`src/rtl/ray_generator_pkg.sv`:
```
// ---------------------------------------------------------------------------
// ray_generator_pkg
// Shared types and constants for the camera ray generator.
//   vec3_t  : three packed 32-bit two's complement components (x, y, z)
//   Q_BITS  : fractional bits of every vector component (format tag only)
//   state_e : ray generator frame state
//   pixW()  : width of a pixel counter for a given resolution (min 1 bit)
// ---------------------------------------------------------------------------
package ray_generator_pkg;

  localparam int Q_BITS = 10;

  typedef logic signed [0:2][31:0] vec3_t;

  typedef enum logic [1:0] {
    IDLE = 2'd0,
    RUN  = 2'd1,
    DONE = 2'd2
  } state_e;

  // A resolution of 1 still needs a one-bit counter so the ports exist.
  function automatic int pixW(input int n);
    return (n > 1) ? $clog2(n) : 1;
  endfunction

endpackage

```
`src/rtl/ray_generator_if.sv`:
```
// ---------------------------------------------------------------------------
// ray_generator_if
// Ray output bus between the ray generator (master) and its consumer (slave).
//   out_valid : ray fields are valid            (master -> slave)
//   out_ready : consumer accepts ray this cycle (slave -> master)
//   origin    : ray origin                      (master -> slave)
//   dir       : ray direction                   (master -> slave)
//   pix_x     : column of current ray, XW bits  (master -> slave)
//   pix_y     : row of current ray, YW bits     (master -> slave)
//   last      : current ray is the frame's last (master -> slave)
// ---------------------------------------------------------------------------
interface ray_generator_if #(
  parameter int XW = 6,
  parameter int YW = 6
);
  import ray_generator_pkg::*;

  logic          out_valid;
  logic          out_ready;
  vec3_t         origin;
  vec3_t         dir;
  logic [XW-1:0] pix_x;
  logic [YW-1:0] pix_y;
  logic          last;

  modport master (
    output out_valid, origin, dir, pix_x, pix_y, last,
    input  out_ready
  );

  modport slave (
    input  out_valid, origin, dir, pix_x, pix_y, last,
    output out_ready
  );

endinterface

```
`src/rtl/ray_generator_vadd.sv`:
```
// ---------------------------------------------------------------------------
// ray_generator_vadd
// Combinational per-component vector add, wrapping modulo 2^32.
//   a, b : input vectors
//   sum  : a + b, component by component
// ---------------------------------------------------------------------------
module ray_generator_vadd
  import ray_generator_pkg::*;
(
  input  vec3_t a,
  input  vec3_t b,
  output vec3_t sum
);

  // Each component is an independent 32-bit add; carries never cross
  // component boundaries.
  always_comb begin
    sum = '0;
    for (int i = 0; i < 3; i++) begin
      sum[i] = a[i] + b[i];
    end
  end

endmodule

```
`src/rtl/ray_generator.sv`:
```
// ---------------------------------------------------------------------------
// ray_generator
// Sweeps an H_RES x V_RES raster and emits one camera ray per pixel over a
// valid/ready handshake. Directions are accumulated with adders only:
// dir(x,y) = corner + x*step_u + y*step_v.
//   clock      : system clock, rising edge
//   reset      : asynchronous, active-low reset
//   start      : begin a frame (only looked at while idle)
//   cam_origin : camera position, captured on an accepted start
//   corner     : direction of pixel (0,0), captured on an accepted start
//   step_u     : per-column direction increment, captured on start
//   step_v     : per-row direction increment, captured on start
//   ray        : ray output bus (master side)
//   busy       : a frame is in progress (state is not IDLE)
//   done       : one-cycle pulse after the final ray is accepted
// ---------------------------------------------------------------------------
module ray_generator
  import ray_generator_pkg::*;
#(
  parameter int H_RES = 64,
  parameter int V_RES = 48
) (
  input  logic  clock,
  input  logic  reset,
  input  logic  start,
  input  vec3_t cam_origin,
  input  vec3_t corner,
  input  vec3_t step_u,
  input  vec3_t step_v,
  ray_generator_if.master ray,
  output logic  busy,
  output logic  done
);

  localparam int XW = pixW(H_RES);
  localparam int YW = pixW(V_RES);
  localparam logic [XW-1:0] X_LAST = XW'(H_RES - 1);
  localparam logic [YW-1:0] Y_LAST = YW'(V_RES - 1);

  state_e        state_q,   state_d;
  logic          valid_q,   valid_d;
  vec3_t         origin_q,  origin_d;
  vec3_t         stepU_q,   stepU_d;
  vec3_t         stepV_q,   stepV_d;
  vec3_t         dir_q,     dir_d;
  vec3_t         rowBase_q, rowBase_d;
  logic [XW-1:0] pixX_q,    pixX_d;
  logic [YW-1:0] pixY_q,    pixY_d;

  vec3_t dirPlusU;
  vec3_t rowPlusV;
  logic  handshake;

  // Next pixel along the row.
  ray_generator_vadd uAddU (
    .a   (dir_q),
    .b   (stepU_q),
    .sum (dirPlusU)
  );

  // First pixel of the next row; rowBase_q tracks the start of the current
  // row so row wraps never have to undo the column accumulation.
  ray_generator_vadd uAddV (
    .a   (rowBase_q),
    .b   (stepV_q),
    .sum (rowPlusV)
  );

  assign handshake = valid_q && ray.out_ready;

  // Next-state logic: capture the camera on start, advance the raster on
  // each accepted ray, and retire the frame after the final pixel.
  always_comb begin
    state_d   = state_q;
    valid_d   = valid_q;
    origin_d  = origin_q;
    stepU_d   = stepU_q;
    stepV_d   = stepV_q;
    dir_d     = dir_q;
    rowBase_d = rowBase_q;
    pixX_d    = pixX_q;
    pixY_d    = pixY_q;

    unique case (state_q)
      IDLE: begin
        if (start) begin
          origin_d  = cam_origin;
          stepU_d   = step_u;
          stepV_d   = step_v;
          dir_d     = corner;
          rowBase_d = corner;
          pixX_d    = '0;
          pixY_d    = '0;
          valid_d   = 1'b1;
          state_d   = RUN;
        end
      end

      RUN: begin
        if (handshake) begin
          if (pixX_q != X_LAST) begin
            pixX_d = pixX_q + 1'b1;
            dir_d  = dirPlusU;
          end else if (pixY_q != Y_LAST) begin
            pixX_d    = '0;
            pixY_d    = pixY_q + 1'b1;
            rowBase_d = rowPlusV;
            dir_d     = rowPlusV;
          end else begin
            valid_d = 1'b0;
            state_d = DONE;
          end
        end
      end

      DONE: begin
        state_d = IDLE;
      end

      default: begin
        state_d = IDLE;
      end
    endcase
  end

  // State and datapath registers; reset abandons any frame in flight.
  always_ff @(posedge clock or negedge reset) begin
    if (!reset) begin
      state_q   <= IDLE;
      valid_q   <= 1'b0;
      origin_q  <= '0;
      stepU_q   <= '0;
      stepV_q   <= '0;
      dir_q     <= '0;
      rowBase_q <= '0;
      pixX_q    <= '0;
      pixY_q    <= '0;
    end else begin
      state_q   <= state_d;
      valid_q   <= valid_d;
      origin_q  <= origin_d;
      stepU_q   <= stepU_d;
      stepV_q   <= stepV_d;
      dir_q     <= dir_d;
      rowBase_q <= rowBase_d;
      pixX_q    <= pixX_d;
      pixY_q    <= pixY_d;
    end
  end

  assign ray.out_valid = valid_q;
  assign ray.origin    = origin_q;
  assign ray.dir       = dir_q;
  assign ray.pix_x     = pixX_q;
  assign ray.pix_y     = pixY_q;
  assign ray.last      = valid_q && (pixX_q == X_LAST) && (pixY_q == Y_LAST);

  assign busy = (state_q != IDLE);
  assign done = (state_q == DONE);

endmodule
```
`src/flat_wrapper.sv`:
```
// flat-port wrapper written by rule: the top's interface ports become plain ports
module ray_generator_flat import ray_generator_pkg::*;
#(
  parameter int H_RES = 64,
  parameter int V_RES = 48
)
  (clock, reset, start, cam_origin, corner, step_u, step_v, busy, done, ray_out_valid, ray_origin, ray_dir, ray_pix_x, ray_pix_y, ray_last, ray_out_ready);
  ray_generator_if ray_i ();
  input  logic clock;
  input  logic reset;
  input  logic start;
  input  vec3_t cam_origin;
  input  vec3_t corner;
  input  vec3_t step_u;
  input  vec3_t step_v;
  output logic busy;
  output logic done;
  output wire logic [$bits(ray_i.out_valid)-1:0] ray_out_valid;
  output wire logic [$bits(ray_i.origin)-1:0] ray_origin;
  output wire logic [$bits(ray_i.dir)-1:0] ray_dir;
  output wire logic [$bits(ray_i.pix_x)-1:0] ray_pix_x;
  output wire logic [$bits(ray_i.pix_y)-1:0] ray_pix_y;
  output wire logic [$bits(ray_i.last)-1:0] ray_last;
  input wire logic [$bits(ray_i.out_ready)-1:0] ray_out_ready;
  assign ray_out_valid = ray_i.out_valid;
  assign ray_origin = ray_i.origin;
  assign ray_dir = ray_i.dir;
  assign ray_pix_x = ray_i.pix_x;
  assign ray_pix_y = ray_i.pix_y;
  assign ray_last = ray_i.last;
  assign ray_i.out_ready = ray_out_ready;
  ray_generator #(.H_RES(H_RES), .V_RES(V_RES)) u_core (.clock(clock), .reset(reset), .start(start), .cam_origin(cam_origin), .corner(corner), .step_u(step_u), .step_v(step_v), .ray(ray_i), .busy(busy), .done(done));
endmodule
```
`config.mk`:
```
export PLATFORM = sky130hd
export DESIGN_NAME = ray_generator_flat
export DESIGN_NICKNAME = d
export VERILOG_FILES = /design/src/rtl/ray_generator_pkg.sv /design/src/rtl/ray_generator_if.sv /design/src/rtl/ray_generator_vadd.sv /design/src/rtl/ray_generator.sv /design/src/flat_wrapper.sv
export SDC_FILE = /design/constraint.sdc
export NUM_CORES = 2
export LEC_CHECK = 0
export CAP_MARGIN = 20
export CELL_PAD_IN_SITES_DETAIL_PLACEMENT = 1
export CELL_PAD_IN_SITES_GLOBAL_PLACEMENT = 1
export CORE_MARGIN = 2
export CORE_UTILIZATION = 43
export CTS_BUF_LIST = sky130_fd_sc_hd__clkbuf_2
export DETAILED_ROUTE_END_ITERATION = 10
export PLACE_DENSITY_LB_ADDON = 0.1
export SLEW_MARGIN = 20
export SYNTH_ARGS = -nofsm -noshare
export SYNTH_HDL_FRONTEND = slang
export SYNTH_SLANG_ARGS = --single-unit
```
`constraint.sdc`:
```
create_clock -name clock -period 8.35 [get_ports clock]
set_input_delay 1.67 -clock clock [delete_from_list [all_inputs] [get_ports clock]]
set_output_delay 1.67 -clock clock [all_outputs]
set_load 0.02 [all_outputs]
```
==> results.cfg <==
[detailed_routing]
num_vias = 29000
remaining_drc_errors = 0
post_drt_wl_per_cell_um = 21.6
route.antenna.remaining_nets = 0
via_density = 5.51
initialDrtViolationCount = 1649
wl_um = 114000
drt-pass1-iter-count = 7

[power_and_ir_drop]
share_seq_of_total_power_pct = 27.2
power.switching_fraction_pct = 48.1
pwr-share-clk_pct = 12.5
power.switching_uw = 7380
cellLeakagePower_uw = 0.0183
cellInternalPower_uw = 7950
pwr_per_cell_area_nw_per_um2 = 405
power.share.combinational_pct = 60.3
peakVddDrop_mv = 0.156

[worst_setup_path]
timing.setup.critical_path_class = reg -> out
critical_path_peak_fanout = 6
critPathArrivalTime_ps = 3750
crit_path_cell_trace = ha_1, nand3_1, nor3b_1, and3_1, clkdlybuf4s50_1
critPathMaxStageDelay_ps = 670
cpMaxStageDelayCell = sky130_fd_sc_hd__nor3b_1
type_of_origin_of_the_critical_path = register
crit_path_end_kind = primary output
worst_endpoint_required_time_ps = 6680

[clock_network]
postCtsSetupRepairBufs = 0
cts_root_buffer = sky130_fd_sc_hd__clkbuf_2
cts_hold_buffers = 0
cts_sinks = 495
cts_max_level = 4
ctsResizeCount = 0
cts.clk_slew.worst_paths_ps = 100
tritoncts = yes
numCtsBuffers = 145
insertion_delay_of_the_later_clocked_pin_in_the_worst_skew_pair_ps = 1360
clk_path_buf_depth = 3

[logic_synthesis]
syn-num-nets = 4211
synthMuxAreaShare_pct = 1.14
dominant_combinational_cell_family_by_area_after_synthesis = simple AND/OR/NAND/NOR gates
synthFlopType = sky130_fd_sc_hd__dfrtp_1
synth_cells = 3629
post_synth_fa_ha_maj_area_fraction_pct = 8.30
yosys_warnings = 0
post_synth_and_or_nand_nor_area_fraction_pct = 22.5
synth-seq-area-share_pct = 41.6
syn-cell-area_um2 = 29800
postSynth.asyncResetShare_pct = 100
synth_edf_count = 0
synth_top_area_share_pct = 41.6
post_synth.cell_area_avg_um2 = 8.20
synth_compound_gate_area_share_pct = 19.1
yosys_register_bits = 495
synth_xor_xnor_area_share_pct = 4.68
yosysTopAreaCell = sky130_fd_sc_hd__dfrtp_1
synth_cell_types = 85
top_cells_by_area_in_the_synthesized_netlist = sky130_fd_sc_hd__dfrtp_1 (42%), sky130_fd_sc_hd__nand2_1 (15%), sky130_fd_sc_hd__ha_1 (7.9%)

[grt]
grt_util_all_layers_pct = 31.7
pin_count_of_the_biggest_net_entering_global_routing = 176
grt_pass1_vias = 30500
antenna_violations_before_repair = 13
grt_first_pass_wirelength_um = 175000
global_route.overflow_total = 0

[placed_design]
place.detailed.hpwl_um = 83200
final_estimated_routing_congestion_in_global_placement = 0.911
placement.setup.worst_slack_ps = 3240
numPortBuffers = 595
dpl-instance-area_um2 = 36500
dp_cells = 5001

[final_layout]
nNetsFinal = 4799
drive_gt1_share_pct = 6.65
post-route-util_pct = 55.2
syn2layout_area_growth_pct = 27.0
mostFrequentLayoutCell = sky130_fd_sc_hd__nand2_1
post-route-cell-area_um2 = 37800
layout.cells.most_common_list = sky130_fd_sc_hd__nand2_1 (1179), sky130_fd_sc_hd__clkdlybuf4s50_1 (594), sky130_fd_sc_hd__dfrtp_1 (495)
layoutNonFillerInstCount = 5258

[timing]
max_freq_ghz = 0.185
worst_slew_pin_slew_ps = 1090
post-route-period-util_pct = 64.9
finalSetupViolations = 0
setup_tns_ps = 0
number_of_max_slew_violations_in_the_final_report = 0
worst_slack_ps = 2930
fin_skew_ps = 75.9
worst_slew_margin_rel_pct = 27.4
hold_violation_total_from_the_final_report = 0
setup_repair_after_global_routing_missed_its_margin = no
finalCriticalPeriod_ps = 5420

[floorplan]
die_height_um = 267
die_w_um = 267
design.portCount = 596
initial_core_util_pct = 43.4
die-area_um2 = 71400
core_area_um2 = 68600
placementRows = 96

[run]
timing.max_cap.violations = 0

[outcome]
outcome = complete, no violations

[worst_hold_path]
hold_path_class = in -> async
## worst paths after layout
kind,from,end,slack [ps],cells after the start
max,u_core.ray.pix_y[0],ray_last,2930,5
min,reset,u_core.stepV_q[21],290,1
max reg2reg,u_core.ray.pix_x[0],u_core.ray.dir[31],3990,11
min reg2reg,u_core.ray.origin[66],u_core.ray.origin[66],480,2
max in group asynchronous,reset,u_core.rowBase_q[36],6330,3
min in group clock,u_core.ray.origin[66],u_core.ray.origin[66],480,2
## layout make-up
type                            count  area [um2]
Sequential cell                   495       12400
Clock buffer                      201        1010
Clock inverter                     48         288
Fill cell                        8287       30800
Inverter                           36         135
Tap cell                          931        1160
Timing Repair Buffer              617        6160
Multi-Input combinational cell   2922       16700
Antenna cell                        8        20.0
## through the flow
stage / hold slack, ps / power, uW
2_1_floorplan: 450 / 10200
3_3_place_gp: 456 / 13100
3_5_place_dp: 461 / 13300
4_1_cts: 209 / 15300
5_1_grt: 249 / 16500
6_report: 293 / 15300
## layer usage
layer  up-vias  track usage [%]  part of all wire (%)
met5         -                0                 0.070
met4        12             12.7                   3.6
met3       237             7.87                   6.4
met2       833             53.2                    48
met1     14100             39.1                    42
li1      13800                -                     -
## power groups by stage
stage                     sequential, uW  combinational, uW  clock [uW]
after floorplan                     4370               5820           0
final                               4160               9250        1910
after CTS                           4160               9210        1970
after detailed placement            4190               9140           0
after global routing                4260              10200        2100
after global placement              4170               8940           0
## flip-flops by register name (all words and copies together) (netlist names)
name and cells:
u_core.stepV_q 96, u_core.rowBase_q 96, u_core.ray.dir 96, u_core.ray.pix_x 6, u_core.ray.origin 96, u_core.ray.pix_y 6, u_core.stepU_q 96, u_core.state_q 2
u_core.ray.out_valid 1
## cells by family (layout without fill, tap and decap cells)
logic type      Yosys count  count (layout)
other cells               0               8
xor+xnor                159             159
flops                   495             495
buf+inv                 212             902
fa+ha+maj               194             194
compound gates          889             889
simple gates           1647            1647
mux                      33              33
## worst max-delay path: cells and delay by family (launching register included)
| kind | cells | cell delay, ps |
|---|---|---|
| fa+ha+maj | 1 | 240 |
| buf+inv | 1 | 610 |
| flops | 1 | 500 |
| simple gates | 3 | 1060 |
## synth_stat cells (all sizes together), types with 11 or more instances
| library cell | n |
|---|---|
| a211oi | 43 |
| or3 | 12 |
| inv | 36 |
| nand2 | 1181 |
| nor2 | 242 |
| xor2 | 69 |
| nor3 | 26 |
| o22ai | 16 |
| nor2b | 19 |
| o211ai | 31 |
| o21ai | 219 |
| dfrtp | 495 |
| xnor2 | 90 |
| o31ai | 12 |
| mux2i | 25 |
| nand4 | 23 |
| a31oi | 62 |
| clkbuf | 145 |
| nand3 | 51 |
| a221oi | 11 |
| and2 | 15 |
| o21a | 18 |
| o21bai | 26 |
| a311oi | 11 |
| a21oi | 233 |
| ha | 188 |
| buf | 31 |
| a21o | 129 |
| and3 | 34 |
(Power assumes the default switching activity.)
